<file path="config.mk">
export PLATFORM = sky130hd
export DESIGN_NAME = led_seq_gen
export DESIGN_NICKNAME = d
export VERILOG_FILES = /design/src/rtl/led_seq_gen.sv
export SDC_FILE = /design/constraint.sdc
export NUM_CORES = 1
export LEC_CHECK = 0
export BUFFER_PORTS_ARGS = -buffer_cell sky130_fd_sc_hd__buf_2
export CAP_MARGIN = 20
export CORE_MARGIN = 3
export CORE_UTILIZATION = 39
export CTS_CLUSTER_DIAMETER = 30
export DETAILED_ROUTE_END_ITERATION = 6
export PLACE_DENSITY = 0.64
export SETUP_SLACK_MARGIN = 0.05
export SLEW_MARGIN = 20
export SYNTH_ARGS = -nofsm -noshare
export SYNTH_HDL_FRONTEND = slang
export SYNTH_SLANG_ARGS = --single-unit
export TNS_END_PERCENT = 100
</file>
<file path="constraint.sdc">
create_clock -name Clk -period 5 [get_ports Clk]
set_clock_uncertainty 0.05 [all_clocks]
set_input_delay 0 -clock Clk [delete_from_list [all_inputs] [get_ports Clk]]
set_output_delay 0 -clock Clk [all_outputs]
set_load 0.05 [all_outputs]
</file>
<file path="src/rtl/led_seq_gen.sv">
// LED sequence generator: shift-left, shift-right, bounce or fill pattern on a WIDTH-bit bank,
// advanced once every DIV+1 enabled clocks. Bounce mode and DIR exist only with LED_SEQ_BOUNCE_EN.
module led_seq_gen #(
  parameter int WIDTH = 8,
  parameter int DIV_W = 16
) (
  input  logic             Clk,
  input  logic             RST,
  input  logic             SS,
  input  logic [1:0]       MODE,
  input  logic [DIV_W-1:0] DIV,
  output logic [WIDTH-1:0] LED,
  output logic             STEP,
  output logic             WRAP,
  output logic             DIR
);

  logic [DIV_W-1:0] cnt;
  logic [WIDTH-1:0] nxt_led;
  logic [WIDTH-1:0] shl;
  logic             nxt_wrap;
  logic             step_now;

  assign shl      = LED << 1;
  assign step_now = (cnt >= DIV);

`ifdef LED_SEQ_BOUNCE_EN
  logic nxt_dir;
  logic one_hot;

  assign one_hot = (LED != '0) && ((LED & (LED - WIDTH'(1))) == '0);
`else
  assign DIR = 1'b0;
`endif

  // Next pattern value, evaluated for the MODE sampled at the stepping edge.
  always_comb begin
    nxt_led  = LED;
    nxt_wrap = 1'b0;
`ifdef LED_SEQ_BOUNCE_EN
    nxt_dir  = DIR;
`endif
    case (MODE)
      2'b01: begin
        if (LED == '0) begin
          nxt_led = WIDTH'(1) << (WIDTH - 1);
        end else begin
          nxt_led  = LED >> 1;
          nxt_wrap = ((LED >> 1) == '0);
        end
      end
      2'b11: begin
        if (&LED) begin
          nxt_led  = '0;
          nxt_wrap = 1'b1;
        end else begin
          nxt_led = {LED[WIDTH-2:0], 1'b1};
        end
      end
`ifdef LED_SEQ_BOUNCE_EN
      2'b10: begin
        if (!one_hot) begin
          nxt_led = WIDTH'(1);
          nxt_dir = 1'b0;
        end else if (!DIR && LED[WIDTH-1]) begin
          nxt_led = LED >> 1;
          nxt_dir = 1'b1;
        end else if (DIR && LED[0]) begin
          nxt_led  = WIDTH'(2);
          nxt_dir  = 1'b0;
          nxt_wrap = 1'b1;
        end else if (DIR) begin
          nxt_led = LED >> 1;
        end else begin
          nxt_led = shl;
        end
      end
`endif
      default: begin
        // Shift-left; MODE=10 also lands here when bounce is not built in.
        if (LED == '0) begin
          nxt_led = WIDTH'(1);
        end else begin
          nxt_led  = shl;
          nxt_wrap = (shl == '0);
        end
      end
    endcase
  end

  always_ff @(posedge Clk or posedge RST) begin
    if (RST) begin
      cnt  <= '0;
      LED  <= '0;
      STEP <= 1'b0;
      WRAP <= 1'b0;
`ifdef LED_SEQ_BOUNCE_EN
      DIR  <= 1'b0;
`endif
    end else if (SS) begin
      if (step_now) begin
        cnt  <= '0;
        LED  <= nxt_led;
        STEP <= 1'b1;
        WRAP <= nxt_wrap;
`ifdef LED_SEQ_BOUNCE_EN
        DIR  <= nxt_dir;
`endif
      end else begin
        cnt  <= cnt + DIV_W'(1);
        STEP <= 1'b0;
        WRAP <= 1'b0;
      end
    end else begin
      STEP <= 1'b0;
      WRAP <= 1'b0;
    end
  end

endmodule

</file>
## Yosys cells after proc, flatten, opt, wreduce, memory -nomap -nowiden

Cells that the tools add are included.

| storage, ports and cells | value |
|---|---|
| output and inout bits | 11 |
| register bits after elaboration | 26 |
| input port bits | 21 |
| logic and storage cells | 26 |

| operators by class | value |
|---|---|
| muxes and demuxes | 13 |
| reduce and logical (&&, ||, !) cells | 5 |
| equality and inequality tests | 2 |
| add/sub/neg operators | 1 |
| magnitude comparators | 1 |

Operators by type and width:

| operator | count |
|---|---|
| 8-bit zero test | 3 |
| 8-bit 2-to-1 mux | 3 |
| 16-bit by 1-bit adder with 16-bit output, second input constant | 1 |
| 16-bit greater-or-equal comparator | 1 |
| 16-bit 2-to-1 mux | 1 |
| 8-bit one-hot mux with 2 select lines | 1 |
| 8-bit AND reduction | 1 |
| 1-bit 2-to-1 mux | 7 |
| 2-bit by 1-bit equality test with 1-bit output, second input constant | 1 |
| 2-bit equality test, second input constant | 1 |
| 1-bit one-hot mux with 2 select lines | 1 |
| 2-bit AND reduction | 1 |

## Logic depth before layout (Yosys ltp)

Gate-level depths: netlist of the first run.

| depth | value |
|---|---|
| word-level depth | 5 |
| gate-level depth with buffers | 9 |
| gate-level depth less buffers | 7 |

## Least setup slack after synthesis of the first run

No wires, ideal clock.

| path | value |
|---|---|
| kind | flip-flop to flip-flop |
| start | register cnt[11] |
| end | register LED[3] |
| arrival | 2.063 ns |
| library setup time | 0.125 ns |
| data required time | 4.825 ns |
| clock period less this slack | 2.238 ns |
| slack | 2.762 ns |
| stages on the path, launching flop included | 8 |
| cells stage by stage | dfrtp_1 -> ha_1 -> nand4_1 -> a211o_1 -> o32a_4 -> a21oi_4 -> buf_8 -> mux2_4 |

| on the way | value |
|---|---|
| word-level cells in the longest chain between the ends | 2 |

Ends and longest elaborated chain:

| element | RTL line | RTL |
|---|---|---|
| start, declared | 18 | `logic [DIV_W-1:0] cnt;` |
| start signal, assigned | 110 | `cnt <= cnt + DIV_W'(1);` |
| 16-bit greater-or-equal comparator | 25 | `assign step_now = (cnt >= DIV);` |
| 2-bit AND reduction (no source line) | n/a |  |
| end signal, assigned | 103 | `LED <= nxt_led;` |
| end, declared | 12 | `output logic [WIDTH-1:0] LED,` |

No other way between the ends.
A chain may end at the register's enable or synchronous reset.

## Worst setup path in the final report of the first run

| path | value |
|---|---|
| start | register cnt[11] |
| end | register LED[5] |

Same word-level chain as after synthesis.

==> metrics.md, run 1 <==
| Metric | Value |
|---|---|
| Status | `completed` |
| Setup TNS | `0 ps` |
| Simple-gate share of the synthesized area | `18.3%` |
| Pre-CTS WS | `2320 ps` |
| Clk root buf | `clkbuf_8` |
| Clock power frac | `23.6%` |
| Netlist cell types | `48` |
| Post-synth EDFFs | `0` |
| Post-CTS setup buffer count | `0` |
| Placed wire-length estimate | `2890 um` |
| Non-filler instance count after layout | `300` |
| Commonest non-fill, non-tap cell in the layout | `buf_2` |
| Synth Area per Inst | `9.13 um^2` |
| Post-Place Cells | `296` |
| Starting Density | `42.3%` |
| Worst Hold Margin | `23.3 ps` |
| GRT met2 Usage | `21.7%` |
| Drt via density | `5.14` |
| Count of final setup violators | `0` |
| Gr busiest metal | `met2` |
| Resize count post-CTS | `0` |
| CTS tree | `done` |
| Flops & latches, synth | `26` |
| IO Port Bufs | `30` |
| Ys Warns | `0` |
| Fmax | `372 MHz` |
| Post-synthesis share of cell area spent on xor and xnor gates | `5.03%` |
| Total power draw | `0.515 mW` |
| Grt ovf | `0` |
| FFs w/ async S/R, synth | `100%` |
| Multiplexer share of the synthesized area | `7.96%` |
| Post-layout minimum cycle time | `2690 ps` |
| H-tree Lvls | `1` |
| Detail Route Antenna Nets | `0` |
| Worst Hold Class | `input port to flop` |
| Pin count of the biggest net entering global routing | `27` |
| Share of layout cells above drive strength 1 | `20.0%` |
| Pwr/cell area | `240 nW/um^2` |
| Switching power | `0.165 mW` |
| Share of the yosys chip area belonging to registers | `33.9%` |
| GR Util met3 | `3.43%` |
| Synth Area in Compound Gates | `15.1%` |
| GP Congestion | `0.823` |
| Remaining DRCs | `0` |
| Pre-Repair DR Iteration Count | `4` |
| Layout Nets | `275` |
| Pint | `0.349 mW` |
| CTS buffer count | `3` |
| Lkg Pwr | `1.06 nW` |
| Clock Tree Buf Depth | `2` |
| Crit start category | `flop` |
| Synth Flop Type | `dfrtp_1` |
| Synth Area in Adders | `11.1%` |
| Pins Over Slew Limit | `0` |
| Largest family of logic cells by synthesized area | `simple AND/OR/NAND/NOR gates` |
| Max_slew headroom | `36.9%` |
| Seq pwr share | `51.3%` |
| Netlist Area Pre-Place | `1920 um^2` |
| Die X | `76.1 um` |
| Most frequent cells in the layout | `buf_2 (30), dfrtp_1 (26), inv_1 (26)` |
| Max_cap viols | `0` |
| Combinational power share | `25.1%` |
| Crit end category | `flop` |
| Vias | `1543` |
| # rows | `24` |
| Final hold viol count | `0` |
| Diode count | `0` |
| Die area | `5790 um^2` |
| Final worst-path cycle share | `53.7%` |
| RSZ-0062 raised after global routing | `no` |
| Initial antenna violation count | `0` |
| Mapped Cells | `210` |
| Max Fanout on Critical Path | `21` |
| # clock sinks | `26` |
| Kind of critical path | `flop to flop` |
| Worst slew pin tran | `941 ps` |
| Net Sw Frac | `32.1%` |
| I/O Pins | `32` |
| R2r setup slk | `2310 ps` |
| Area growth syn-to-layout | `11.7%` |
| Met1 usage | `17.9%` |
| Global-route wire length before repair | `6460 um` |
| Worst EP required | `5110 ps` |
| Core Area | `4530 um^2` |
| Vias in the first global route | `1409` |
| Worst-path clk slew | `90 ps` |
| Maximum vdd drop | `0.137 mV` |
| Setup WS post-layout | `2310 ps` |
| Total track usage | `13.2%` |
| Routed WL | `3790 um` |
| Die height | `76.1 um` |
| Post-synth net total | `248` |
| 1st-iter DRT viols | `111` |
| Routed len/inst | `12.6 um` |
| WP data arrival | `2800 ps` |
| Worst-Skew Late Latency | `280 ps` |
[synth_stat cells, types with 3 or more instances]
cell,number,area share (%)
a31oi_1,6,2.0
nand3_1,8,2.1
dfrtp_1,26,34
nor2_1,20,3.9
mux2i_1,4,2.1
mux2_4,6,4.7
clkbuf_1,4,0.78
ha_1,17,11
a21oi_1,4,1.0
o21ai_0,6,1.6
xnor2_1,10,4.6
and3_1,3,0.98
inv_1,27,5.3
nor3_1,10,2.6
nand2_1,10,2.0
o211ai_1,3,1.2
nand4_1,8,2.6
[through the flow]
stage | util (%) | area [um^2]
6_report | 47.2 | 2140
5_1_grt | 47.2 | 2140
4_1_cts | 47.2 | 2140
3_5_place_dp | 46.1 | 2090
3_3_place_gp | 46.1 | 2090
2_1_floorplan | - | 1920
[power by group through the flow]
stage                     Combinational [mW]  Clock (mW)  Sequential, mW
after global placement                 0.128           0           0.266
after global routing                   0.146       0.132           0.268
after detailed placement               0.130           0           0.268
final                                  0.129       0.121           0.264
after floorplan                        0.101           0           0.259
after CTS                              0.132       0.125           0.263
[cells by family (layout without fill, tap and decap cells)]
group                      Yosys count  after routing
adders and majority gates           17             17
DFF                                 26             26
and+or+nand+nor                     71             71
other                                1              1
muxes                               12             12
buffers and inverters               36             61
xor gates and xnor gates            11             11
AOI/OAI and AO/OA                   36             36
[repair_timing]
item | in CTS | in global routing
hold buffers | 1 | 0
endpoints found under the setup margin | 0 | 0
endpoints found under the hold margin | 26 | 0
[routing by layer]
layer	part of all wire, %	vias up
li1	-	787
met1	48	712
met2	46	41
met3	6.0	3
met4	0.37	0
met5	0	-
[worst max-delay path: stages (launching register included)]
cell	delay [ps]
dfrtp_1	440
ha_1	330
nand4_1	120
a211o_1	310
o32a_4	340
a21oi_4	570
mux2_2	400
[registers in the layout, summed over array words and instances, names as in the netlist]
name / flops
WRAP: 1
LED: 8
STEP: 1
cnt: 16
[area by class of cell]
class	count	area, um^2
timing repair buffer	31	160
clock buffer	3	41.3
multi-input combinational	148	1110
sequential	26	651
tap	65	81.3
inverter	27	101
fill	447	2390
[path summary, 6_finish.rpt]
| kind | from | endpoint | cells past startpoint |
|---|---|---|---|
| max | cnt[11]$_DFFE_PP0P_ | LED[5]$_DFFE_PP0P_ | 6 |
| max in group asynchronous | RST | cnt[7]$_DFFE_PP0P_ | 3 |
| min in group asynchronous | RST | cnt[14]$_DFFE_PP0P_ | 3 |
| min | MODE[0] | WRAP$_DFF_PP0_ | 3 |
| max reg2reg | cnt[11]$_DFFE_PP0P_ | LED[5]$_DFFE_PP0P_ | 6 |
| min reg2reg | cnt[15]$_DFFE_PP0P_ | cnt[15]$_DFFE_PP0P_ | 2 |
(Power assumes the default switching activity.)
==> inputs of run 2 (changes only) <==
ABC_AREA = 1   (was unset)
PLACE_DENSITY = 0.66   (was 0.64)
clock period = 2.4 ns   (was 5 ns; I/O delays follow)
==> run 2 against run 1 <==
Non-clock buffer count up 1. Register-to-register slack got worse by 1900 ps. Area after synthesis increased by 0.98%. Combinational power grew to 6.0 times the previous value. Core utilization decreased by 0.61 points. Final cell count grew 23%. Clock power increased by 130%. Hold slack gained 64 ps. Via count rose by 9.1%. Die area rose by 0.91%. Total power grew to 3.5 times the previous value. Wire length up 0.55%.
==> metrics.md, run 2 <==
| Metric | Value |
|---|---|
| Status | `completed` |
| Die height | `76.5 um` |
| CP peak stage delay | `460 ps` |
| Drt via density | `4.56` |
| Max_slew headroom | `65.7%` |
| Top flop regs | `cnt x16, LED x8` |
| Hold Buf Count CTS | `1` |
| Worst Hold End | `LED[4]$_DFFE_PP0P_` |
| R2R Path End | `cnt[14]$_DFFE_PP0P_` |
| Total track usage | `13.9%` |
| Worst EP required | `2510 ps` |
| # clock sinks | `26` |
| Worst slew pin tran | `514 ps` |
| I/O Pins | `32` |
| Filler cells | `524` |
| Pins Over Slew Limit | `0` |
| Multi-input logic area | `1100 um^2` |
| Final hold viol count | `0` |
| Grt ovf | `0` |
| HP Start | `SS` |
| Main area contributors after synthesis | `dfrtp_1 (34%), nand2_1 (16%), ha_1 (11%)` |
| Fmax | `492 MHz` |
| R2r worst-path depth | `12` |
| Clock Tree Buf Depth | `2` |
| R2r setup slk | `370 ps` |
| Finished layout cell area | `2220 um^2` |
| Post-synth top area share | `33.6%` |
| RSZ-0062 raised after global routing | `no` |
| Layout Nets | `341` |
| Post-DP Area | `2120 um^2` |
| Commonest cells in the netlist | `nand2_1 (84), inv_1 (34), nand3_1 (32)` |
| IO Port Bufs | `30` |
| H-tree Lvls | `1` |
| Count leader, synth | `nand2_1` |
| Maximum vdd drop | `0.496 mV` |
| Vias | `1683` |
| Post-synth top area cell | `dfrtp_1` |
| Setup TNS | `0 ps` |
| Detail Route Antenna Nets | `0` |
| FFs w/ async S/R, synth | `100%` |
| Crit start category | `flop` |
| Netlist cell types | `28` |
| Worst Hold Class | `input port to flop` |
| Max reg flops | `16` |
| Post-CTS setup buffer count | `0` |
| Initial antenna violation count | `0` |
| Final worst-path cycle share | `84.7%` |
| Lkg Pwr | `1.23 nW` |
| Post-synth net total | `311` |
| Share of layout cells above drive strength 1 | `17.5%` |
| Die area | `5840 um^2` |
| Routed WL | `3810 um` |
| Pin count of the biggest net entering global routing | `27` |
| Worst-path clk slew | `90 ps` |
| Diode count | `0` |
| Die X | `76.5 um` |
| Crit end category | `flop` |
| Global-route wire length before repair | `6850 um` |
| FF+latch area | `651 um^2` |
| Clk root buf | `clkbuf_8` |
| Mapped Cells | `273` |
| Flops & latches, synth | `26` |
| Vias in the first global route | `1578` |
| Resize count post-CTS | `0` |
| Worst-Skew Late Latency | `270 ps` |
| Placed wire-length estimate | `2930 um` |
| Share of the yosys chip area belonging to registers | `33.6%` |
| Ys Warns | `0` |
| Commonest non-fill, non-tap cell in the layout | `nand2_1` |
| Remaining DRCs | `0` |
| 1st-iter DRT viols | `63` |
| Synth Flop Type | `dfrtp_1` |
| Post-synth EDFFs | `0` |
| Reg2Reg Launch Point | `cnt[3]$_DFFE_PP0P_` |
| Pwr/cell area | `802 nW/um^2` |
| # rows | `25` |
| Core Area | `4750 um^2` |
| Max_cap viols | `0` |
| Synth Area per Inst | `7.09 um^2` |
| Most common cell on crit path | `nand2_1` |
| Post-layout minimum cycle time | `2030 ps` |
| CTS tree | `done` |
| Count of final setup violators | `0` |
| Hold path depth | `3` |
| Slowest cell on crit path | `dfrtp_1` |
| Starting Density | `40.7%` |
| Pre-Repair DR Iteration Count | `4` |
| Area growth syn-to-layout | `14.5%` |
| Kind of critical path | `flop to flop` |
| Most frequent cells in the layout | `nand2_1 (84), inv_1 (34), nand3_1 (32)` |
| GP Congestion | `0.864` |
| Max Fanout on Critical Path | `15` |
| CP cell instances | `ha_1 -> nand2_1 -> nor2_1 -> nor2_1 -> nand2_1 -> nand2_1 -> nand2_1 -> nand2_1 -> nand2_2 -> nand2_4 -> inv_4 -> nor2_1` |
| WP data arrival | `2140 ps` |
| Netlist Area Pre-Place | `1940 um^2` |
| Core Util, Final | `46.6%` |
| CTS buffer count | `3` |
| Biggest register | `cnt` |
| Routed len/inst | `10.3 um` |
## run 2: cell types whose count changed in the layout (fill, tap and decap cells not counted), sizes merged, moves of 8 or more
cell	previous run	this run
inv	26	35
nor2	20	35
nand2	10	86
nand3	8	32
mux2	8	0
## run 2: worst max-delay path by stage
| stage | cells past startpoint | to | slack, ps | from |
|---|---|---|---|---|
| after global placement | 12 | cnt[3]$_DFFE_PP0P_ | 410 | cnt[3]$_DFFE_PP0P_ |
| after global routing | 12 | cnt[14]$_DFFE_PP0P_ | 150 | cnt[3]$_DFFE_PP0P_ |
| final | 12 | cnt[14]$_DFFE_PP0P_ | 370 | cnt[3]$_DFFE_PP0P_ |
| after detailed placement | 12 | cnt[2]$_DFFE_PP0P_ | 360 | cnt[3]$_DFFE_PP0P_ |
| after CTS | 12 | cnt[14]$_DFFE_PP0P_ | 340 | cnt[3]$_DFFE_PP0P_ |
| after floorplan | 8 | LED[0]$_DFFE_PP0P_ | 700 | LED[3]$_DFFE_PP0P_ |
## run 2: layout make-up
type                       instances  share of cell area (%)
sequential                        26                    29.3
clock buffer                       4                    2.48
multi-input combinational        204                    49.7
tap                               67                    3.78
timing repair buffer              32                    8.46
inverter                          36                    6.21
## run 2: per-layer routing
metal	track usage [%]	share of wire [%]
met5	0	0
met2	23.1	45
met3	2.36	5.3
met1	18.8	49
met4	3.62	0.95
## run 2: worst max-delay path: cells and delay by family (launching register included)
kind,cells,cell delay (ps)
and+or+nand+nor,10,860
DFF,1,460
adders and majority gates,1,320
buffers and inverters,1,210
## run 2: report_power, final
| group | switching (mW) | total [mW] | internal (mW) |
|---|---|---|---|
| logic | 0.519 | 0.778 | 0.259 |
| clock network | 0.135 | 0.281 | 0.147 |
| registers | 0.179 | 0.718 | 0.539 |
| total | 0.832 | 1.78 | 0.945 |
## run 2: per-stage QoR
stage	setup slack [ps]	hold WS, ps	std cells	total power, mW
after CTS	339	82.0	368	1.79
after global placement	410	215	363	1.50
after floorplan	704	-9.98	273	1.32
final	368	87.1	369	1.78
after global routing	154	111	369	1.96
after detailed placement	361	236	363	1.51
## run 2: cell families (layout without fill, tap and decap cells)
kind of cell	Yosys count	count (layout)	share of synthesized area (%)
AO/OA/AOI/OAI	13	13	3.56
XOR/XNOR	9	9	4.07
adder cells (fa/ha/maj)	17	17	11.0
other	1	1	0.194
buffers and inverters	43	72	9.44
flip-flops	26	26	33.6
AND/OR/NAND/NOR	164	164	38.1
